$ cat src/rtl/input_debouncer.sv
// Two-flop synchronizer followed by a counter-qualified level FSM.
// A level change is committed only after the synchronized input holds it for DEBOUNCE_CYCLES+1 edges.
module input_debouncer #(
  parameter int unsigned DEBOUNCE_CYCLES = 16,
  parameter int unsigned CNT_WIDTH       = 8
) (
  input  logic clk,
  input  logic rst_n,
  input  logic in,
  output logic out,
  output logic busy,
  output logic glitch
);

  typedef enum logic [1:0] {IDLE_LO, CHK_HI, IDLE_HI, CHK_LO} state_t;

  localparam logic [CNT_WIDTH-1:0] CNT_LAST = CNT_WIDTH'(DEBOUNCE_CYCLES - 1);

  logic                 sync0, sync1, in_s;
  state_t               state, state_next;
  logic [CNT_WIDTH-1:0] cnt, cnt_next;
  logic                 out_next, glitch_next;

  assign in_s = sync1;

  always_ff @(posedge clk or negedge rst_n) begin
    if (!rst_n) begin
      sync0  <= 1'b0;
      sync1  <= 1'b0;
      state  <= IDLE_LO;
      cnt    <= '0;
      out    <= 1'b0;
      glitch <= 1'b0;
    end else begin
      sync0  <= in;
      sync1  <= sync0;
      state  <= state_next;
      cnt    <= cnt_next;
      out    <= out_next;
      glitch <= glitch_next;
    end
  end

  // The commit test (cnt == N-1) is checked before incrementing, so cnt never wraps.
  always_comb begin
    state_next  = state;
    cnt_next    = cnt;
    out_next    = out;
    glitch_next = 1'b0;
    case (state)
      IDLE_LO: begin
        if (in_s) begin
          state_next = CHK_HI;
          cnt_next   = '0;
        end
      end
      CHK_HI: begin
        if (!in_s) begin
          state_next  = IDLE_LO;
          cnt_next    = '0;
          glitch_next = 1'b1;
        end else if (cnt == CNT_LAST) begin
          state_next = IDLE_HI;
          out_next   = 1'b1;
          cnt_next   = '0;
        end else begin
          cnt_next = cnt + CNT_WIDTH'(1);
        end
      end
      IDLE_HI: begin
        if (!in_s) begin
          state_next = CHK_LO;
          cnt_next   = '0;
        end
      end
      CHK_LO: begin
        if (in_s) begin
          state_next  = IDLE_HI;
          cnt_next    = '0;
          glitch_next = 1'b1;
        end else if (cnt == CNT_LAST) begin
          state_next = IDLE_LO;
          out_next   = 1'b0;
          cnt_next   = '0;
        end else begin
          cnt_next = cnt + CNT_WIDTH'(1);
        end
      end
      default: begin
        state_next = IDLE_LO;
        cnt_next   = '0;
      end
    endcase
  end

  assign busy = (state == CHK_HI) || (state == CHK_LO);

endmodule

$ cat config.mk
export PLATFORM = sky130hd
export DESIGN_NAME = input_debouncer
export DESIGN_NICKNAME = d
export VERILOG_FILES = /design/src/rtl/input_debouncer.sv
export SDC_FILE = /design/constraint.sdc
export NUM_CORES = 1
export LEC_CHECK = 0
export CORE_MARGIN = 5
export CORE_UTILIZATION = 48
export DETAILED_ROUTE_END_ITERATION = 10
export GPL_TIMING_DRIVEN = 0
export PLACE_DENSITY = 0.8
export SYNTH_ARGS = -nofsm -noshare
export SYNTH_HDL_FRONTEND = slang
export SYNTH_SLANG_ARGS = --single-unit
$ cat constraint.sdc
create_clock -name clk -period 2.2 [get_ports clk]
set_input_delay 0.66 -clock clk [delete_from_list [all_inputs] [get_ports clk]]
set_output_delay 0.66 -clock clk [all_outputs]
set_load 0.05 [all_outputs]
==> summary.md, run 1 <==
| Metric | Value |
|---|---|
| Power Density | roughly 640 mW/mm² |
| Max-slew headroom at the worst pin | about three fifths |
| Synth warn | 0 |
| CP cell instances | clkdlybuf4s50_1 |
| Filler cells | between 100 and 150 |
| P&R area growth vs syn | 15.4% |
| Yosys cell types | 26 |
| GRT Total Usage | 14.2% |
| Crit. Startpoint | out |
| CP startpoint kind | register |
| Syn Nets | 65 |
| Hold slack | between 300 and 400 ps |
| Layout Nets | between 70 and 80 |
| Worst-path fanout max | 2 |
| Ant. Diodes | 0 |
| Reg-to-Reg Start | cnt[0] |
| Post-synthesis mux area share | 2.23% |
| CTS tree | yes |
| Compound-Gate Fraction of Synth Area | around 12% |
| Top-count cell post-synth | dfrtp_1 |
| Synth Area in Simple Gates | between 10% and 20% |
| CTS Buf Count | 3 |
| Power, Total | roughly 0.5 mW |
| Share of the synthesized area in the top cell type | 52.0% |
| CP delay by family, top | buffers and inverters |
| CP peak stage delay | about 800 ps |
| Initial Util | roughly 51% |
| CP arrival | between 1000 and 1500 ps |
| DPL Wire Length | between 800 and 900 µm |
| Peak supply drop | roughly 380 µV |
| Vias in the first global route | approximately 450 |
| Core Footprint | roughly 0.0013 mm² |
| Avg WL per Cell | 14.4 µm |
| Routability cong. | 0.753 |
| Clock buffer depth | 2 |
| Crit path capture type | primary output |
| Worst skew pair latency | around 280 ps |
| First-pass GRT wire length | 2090 µm |
| Post-synth top cells | 14 x dfrtp_1, 6 x nand2_1, 5 x nor2_1, 4 x o21ai_0, 4 x xor2_1 |
| RSZ-0062 raised after global routing | false |
| Multi-input gate area | between 300 and 400 µm² |
| Ys async rst share | 100% |
| Final Critical Period | approximately 2100 ps |
| Drt drc | 0 |
| Area share of fa/ha/maj cells after synthesis | 1.86% |
| IO buf count | 5 |
| Reg-to-reg setup timing slack | about 630 ps |
| Main combinational cell family by area after synthesis | simple AND/OR/NAND/NOR gates |
| Antenna violations before repair | 0 |
| Critical-path top delay cell | clkdlybuf4s50_1 |
| Worst path buffer plus inverter count | 1 |
| 1st-iter DRT viols | 7 |
| Post-synth EDFFs | 0 |
| Max Fclk | between 400 and 500 MHz |
| Setup repair bufs after CTS | 0 |
| Post-synthesis register bit count | 14 |
| Share of layout cells above drive strength 1 | around 16% |
| CP Class | register to primary output |
| Vias | approximately 480 |
| Setup tns final | 0 ps |
| Antenna Violating Nets Remaining | 0 |
| Largest area contributor in the netlist | dfrtp_1 |
| Hold buffers post-CTS | 0 |
| Sink Count | 14 |
| Setup crit end | out |
| GR Overflow Total | 0 |
| Worst Max-Slew Pin Slew | between 500 and 600 ps |
| Final-report hold violation count | 0 |
| Top post-synthesis cells by area | dfrtp_1 52%, xor2_1 5.2%, nand2_1 3.3%, nor4_4 3.2%, o21ai_0 3.0% |
| CTS H-tree depth | 1 |
| Fin. max-slew vios | 0 |
| Post-CTS sizing | 1 |
| Cells after synthesis | about 60 |
| Sequential area share after synthesis | 52.0% |
| Die H | between 40 and 50 µm |
| Leak Pwr | approximately 0.34 nW |
| Post-Syn Area | between 600 and 700 µm² |
| DRT Pass-1 Iters | 3 |
| Fin crit share | ~95% |
| Row count | 13 |
| Max Cap Viol | 0 |
| Final Skew | around 5.5 ps |
| # setup viols final | 0 |
| Primary FF master, synth | dfrtp_1 |
| WHS Path Cells | 0 |
| Stages on the worst setup path | 1 |
| Worst path required time | approximately 1500 ps |
| Die width | around 47 µm |
| Largest net degree at the start of global routing | 15 |
| Vias/cell | ~5.6 |
| Avg Cell Area, Syn | roughly 11 µm² |
| Die area | 0.00225 mm² |
| Storage element area | about 350 µm² |
| Final wirelength | ~1200 µm |
| Clk slew on worst S/H paths | 90 ps |
| Hold WC Path Type | register to register |
| I/O Pins | 6 |
| Status | finished clean |
| XOR/XNOR Fraction of Synth Area | about a tenth |
| Clk root buf | clkbuf_4 |
| Worst R2R Path Depth | 5 |
[registers in the layout (all words and copies together), names as in the netlist, named ones only]
name / cells
glitch: 1
cnt: 8
sync0: 1
in_s: 1
state: 1
out: 1
[worst register-to-register path: stages, from the launching register on]
cell     delay [ps]
dfrtp_1         410
ha_1            240
nand3_1         160
and2b_2         280
nand2_2          80
mux2_4          300
[worst min path at each step]
stage | slack [ps] | end | from
final | 360 | in_s | sync0
after global routing | 380 | in_s | sync0
after CTS | 360 | in_s | sync0
after detailed placement | 340 | in_s | sync0
after global placement | 330 | in_s | sync0
after floorplan | 330 | in_s | sync0
[per-layer routing]
metal	track usage (%)	wire length, µm
met1	17.2	539
met2	22.2	621
met3	4.51	41
met4	8.29	25
met5	0	0
[placed cells by master (no fill, tap or decap)]
cell type / count
a21oi_1: 2
and2_1: 1
and2b_2: 1
and3_1: 1
and4_1: 1
buf_4: 1
clkbuf_1: 1
clkbuf_4: 3
clkbuf_8: 1
clkdlybuf4s50_1: 4
dfrtp_1: 14
dlygate4sd2_1: 1
ha_1: 1
mux2_4: 1
nand2_1: 6
nand2_2: 2
nand2b_1: 1
nand3_1: 3
nor2_1: 5
nor3_1: 1
nor4_4: 1
o2111ai_1: 1
o211ai_1: 1
o21ai_0: 4
o21ba_1: 1
o22ai_1: 2
o31ai_1: 2
xnor2_1: 2
xor2_1: 4
xor2_2: 1
[cell families (layout without fill, tap and decap cells)]
| group | Yosys count | count (layout) |
|---|---|---|
| simple gates | 23 | 23 |
| fa+ha+maj | 1 | 1 |
| mux | 1 | 1 |
| flops | 14 | 14 |
| buf+inv | 2 | 11 |
| xor+xnor | 7 | 7 |
| compound gates | 13 | 13 |
[power breakdown]
group          total (mW)  internal (mW)  switching (mW)  leakage [nW]
sequential          0.270          0.264         0.00617         0.186
clock               0.189          0.101          0.0878        0.0210
combinational      0.0391         0.0140          0.0251         0.136
[per-stage QoR]
stage	utilization, %	setup WS [ps]	std cells	cell area (µm²)
after floorplan	-	671	61	673
after global placement	56.3	223	81	742
after detailed placement	56.3	213	81	742
after CTS	59.0	94.3	85	777
after global routing	59.0	55.2	85	777
final	59.0	109	85	777
[area by class of cell]
| class | count | area share [%] |
|---|---|---|
| well taps | 15 | 2.42 |
| clock buffers | 4 | 4.67 |
| flip-flops and latches | 14 | 45.1 |
| multi-input cells | 45 | 40.1 |
| repair buffers | 5 | 6.28 |
| plain buffers | 2 | 1.45 |
(Power assumes the default switching activity.)
==> run 2: changes to the inputs <==
- CORE_AREA: unset -> 5 5 42 44
- CORE_MARGIN: 5 -> unset
- CORE_UTILIZATION: 48 -> unset
- CTS_BUF_LIST: unset -> sky130_fd_sc_hd__clkbuf_16
- DIE_AREA: unset -> 0 0 47 49
- PLACE_DENSITY: 0.8 -> 0.83
==> run 2 against run 1 <==
Combinational power up 2%. Global-route usage up 0.18 points. Clock power up 76%. Setup slack better by 53 ps. Count of clock-buffer cells in the layout down 1. Critical endpoint unchanged. Largest cell class unchanged.
==> summary.md, run 2 (synthesis gave the netlist of run 1 again) <==
| Metric | Value |
|---|---|
| Clk pwr share | between 50% and 60% |
| Setup slack at placement | between 200 and 250 ps |
| Sink Count | 14 |
| Die H | a little under 50 µm |
| Switching part of the total power | between 10% and 20% |
| Vias/cell | between 5 and 6 |
| Hold buffers post-CTS | 0 |
| RSZ-0062 raised after global routing | false |
| First-pass GRT wire length | about 2300 µm |
| Initial Util | between 40% and 50% |
| # setup viols final | 0 |
| Core Footprint | around 0.0014 mm² |
| CP cell instances | clkdlybuf4s50_1 |
| Max Cap Viol | 0 |
| P&R area growth vs syn | 21.4% |
| Fin. max-slew vios | 0 |
| Final wirelength | 1310 µm |
| CP startpoint kind | register |
| Final-report hold violation count | 0 |
| Drt drc | 0 |
| Hold WC Path Type | register to register |
| Critical-path top delay cell | clkdlybuf4s50_1 |
| Net Sw Power | 0.128 mW |
| Max-slew headroom at the worst pin | roughly 58% |
| Vias in the first global route | between 500 and 600 |
| Worst path buffer plus inverter count | 1 |
| Largest net degree at the start of global routing | 15 |
| I/O Pins | 6 |
| Fin crit share | 92.6% |
| Routability cong. | 0.833 |
| Final Critical Period | around 2000 ps |
| Worst path required time | 1540 ps |
| Die area | between 0.002 and 0.0025 mm² |
| Clk slew on worst S/H paths | around 40 ps |
| Setup slack after layout | approximately 160 ps |
| DRT Pass-1 Iters | 4 |
| Status | finished clean |
| CTS H-tree depth | 1 |
| IO buf count | 5 |
| CP arrival | approximately 1400 ps |
| Final Skew | ~1.2 ps |
| Peak supply drop | 576 µV |
| GRT Total Usage | roughly 14% |
| Hold slack | between 300 and 400 ps |
| Placed instance count | 82 |
| Antenna violations before repair | 0 |
| Final core occ | 58.3% |
| Worst-path fanout max | 2 |
| Layout Nets | 75 |
| Reg power frac | a little over two fifths |
| 1st-iter DRT viols | 7 |
| Comb pwr share | ~6.2% |
| CTS tree | yes |
| CTS Buf Count | 3 |
| Vias | about 490 |
| Ant. Diodes | 0 |
| Clock buffer depth | 2 |
| Setup tns final | 0 ps |
| GR Overflow Total | 0 |
| Most common cell after layout, fill and taps aside | dfrtp_1 |
| Internal power | about 0.52 mW |
| DPL Wire Length | approximately 900 µm |
| CP delay by family, top | buffers and inverters |
| Worst skew pair latency | between 200 and 250 ps |
| Worst Max-Slew Pin Slew | 625 ps |
| Leak Pwr | roughly 0.36 nW |
| Power Density | about 790 mW/mm² |
| Die width | 47 µm |
| Crit path capture type | primary output |
| Commonest non-fill, non-tap cells in the layout | 14 x dfrtp_1, 6 x nand2_1, 5 x nor2_1 |
| Clk root buf | clkbuf_16 |
| Row count | 14 |
| Max reg flops | 8 |
| CP Class | register to primary output |
| Final non-filler cell total | 85 |
| Largest register by flop count | cnt |
| Avg WL per Cell | 15.4 µm |
| CP peak stage delay | approximately 800 ps |
| Max Fclk | about 500 MHz |
| Share of layout cells above drive strength 1 | 14.5% |
| Reg-to-reg setup timing slack | around 600 ps |
| Antenna Violating Nets Remaining | 0 |
[run 2: cell types whose count changed in the layout (fill, tap and decap cells not counted)]
| cell | change |
|---|---|
| clkbuf_8 | -1 |
| clkbuf_4 | -3 |
| clkbuf_16 | +3 |
[run 2: final timing paths]
check                        from  endpoint  cells past startpoint
setup reg to reg           cnt[0]  register                      5
hold reg to reg             sync0      in_s                      0
hold / removal              sync0      in_s                      0
max in group asynchronous   rst_n    glitch                      1
setup / recovery              out       out                      1
min in group asynchronous   rst_n    cnt[1]                      1
[run 2: final cells by class]
class / instances / area, µm²
well taps: 16 / 20.0
fillers: 128 / 584
clock buffers: 3 / 75.1
repair buffers: 5 / 48.8
plain buffers: 2 / 11.3
multi-input cells: 45 / 312
flip-flops and latches: 14 / 350
[run 2: power by group through the flow]
| stage | Sequential [mW] | Combinational (mW) | Clock (mW) |
|---|---|---|---|
| 3_5_place_dp | 0.275 | 0.0402 | 0 |
| 4_1_cts | 0.271 | 0.0404 | 0.337 |
| 3_3_place_gp | 0.275 | 0.0389 | 0 |
| 6_report | 0.272 | 0.0399 | 0.332 |
| 2_1_floorplan | 0.278 | 0.0203 | 0 |
| 5_1_grt | 0.272 | 0.0449 | 0.359 |
[run 2: metrics by stage]
| stage | instance area [µm²] | total power [mW] |
|---|---|---|
| 3_5_place_dp | 743 | 0.315 |
| 6_report | 817 | 0.644 |
| 2_1_floorplan | 673 | 0.298 |
| 4_1_cts | 817 | 0.648 |
| 5_1_grt | 817 | 0.676 |
| 3_3_place_gp | 743 | 0.314 |
[run 2: repair_timing]
| action | CTS | global route |
|---|---|---|
| gates resized for setup | 1 | 0 |
| setup buffers | 0 | 0 |
| endpoints found under the setup margin | 1 | 0 |
[run 2: layer usage]
| layer | part of all wire (%) | track usage [%] | vias up |
|---|---|---|---|
| li1 | - | - | 229 |
| met1 | 43 | 18.1 | 243 |
| met2 | 50 | 21.0 | 13 |
| met3 | 4.5 | 4.43 | 4 |
| met4 | 2.7 | 8.29 | 0 |
| met5 | 0 | 0 | - |
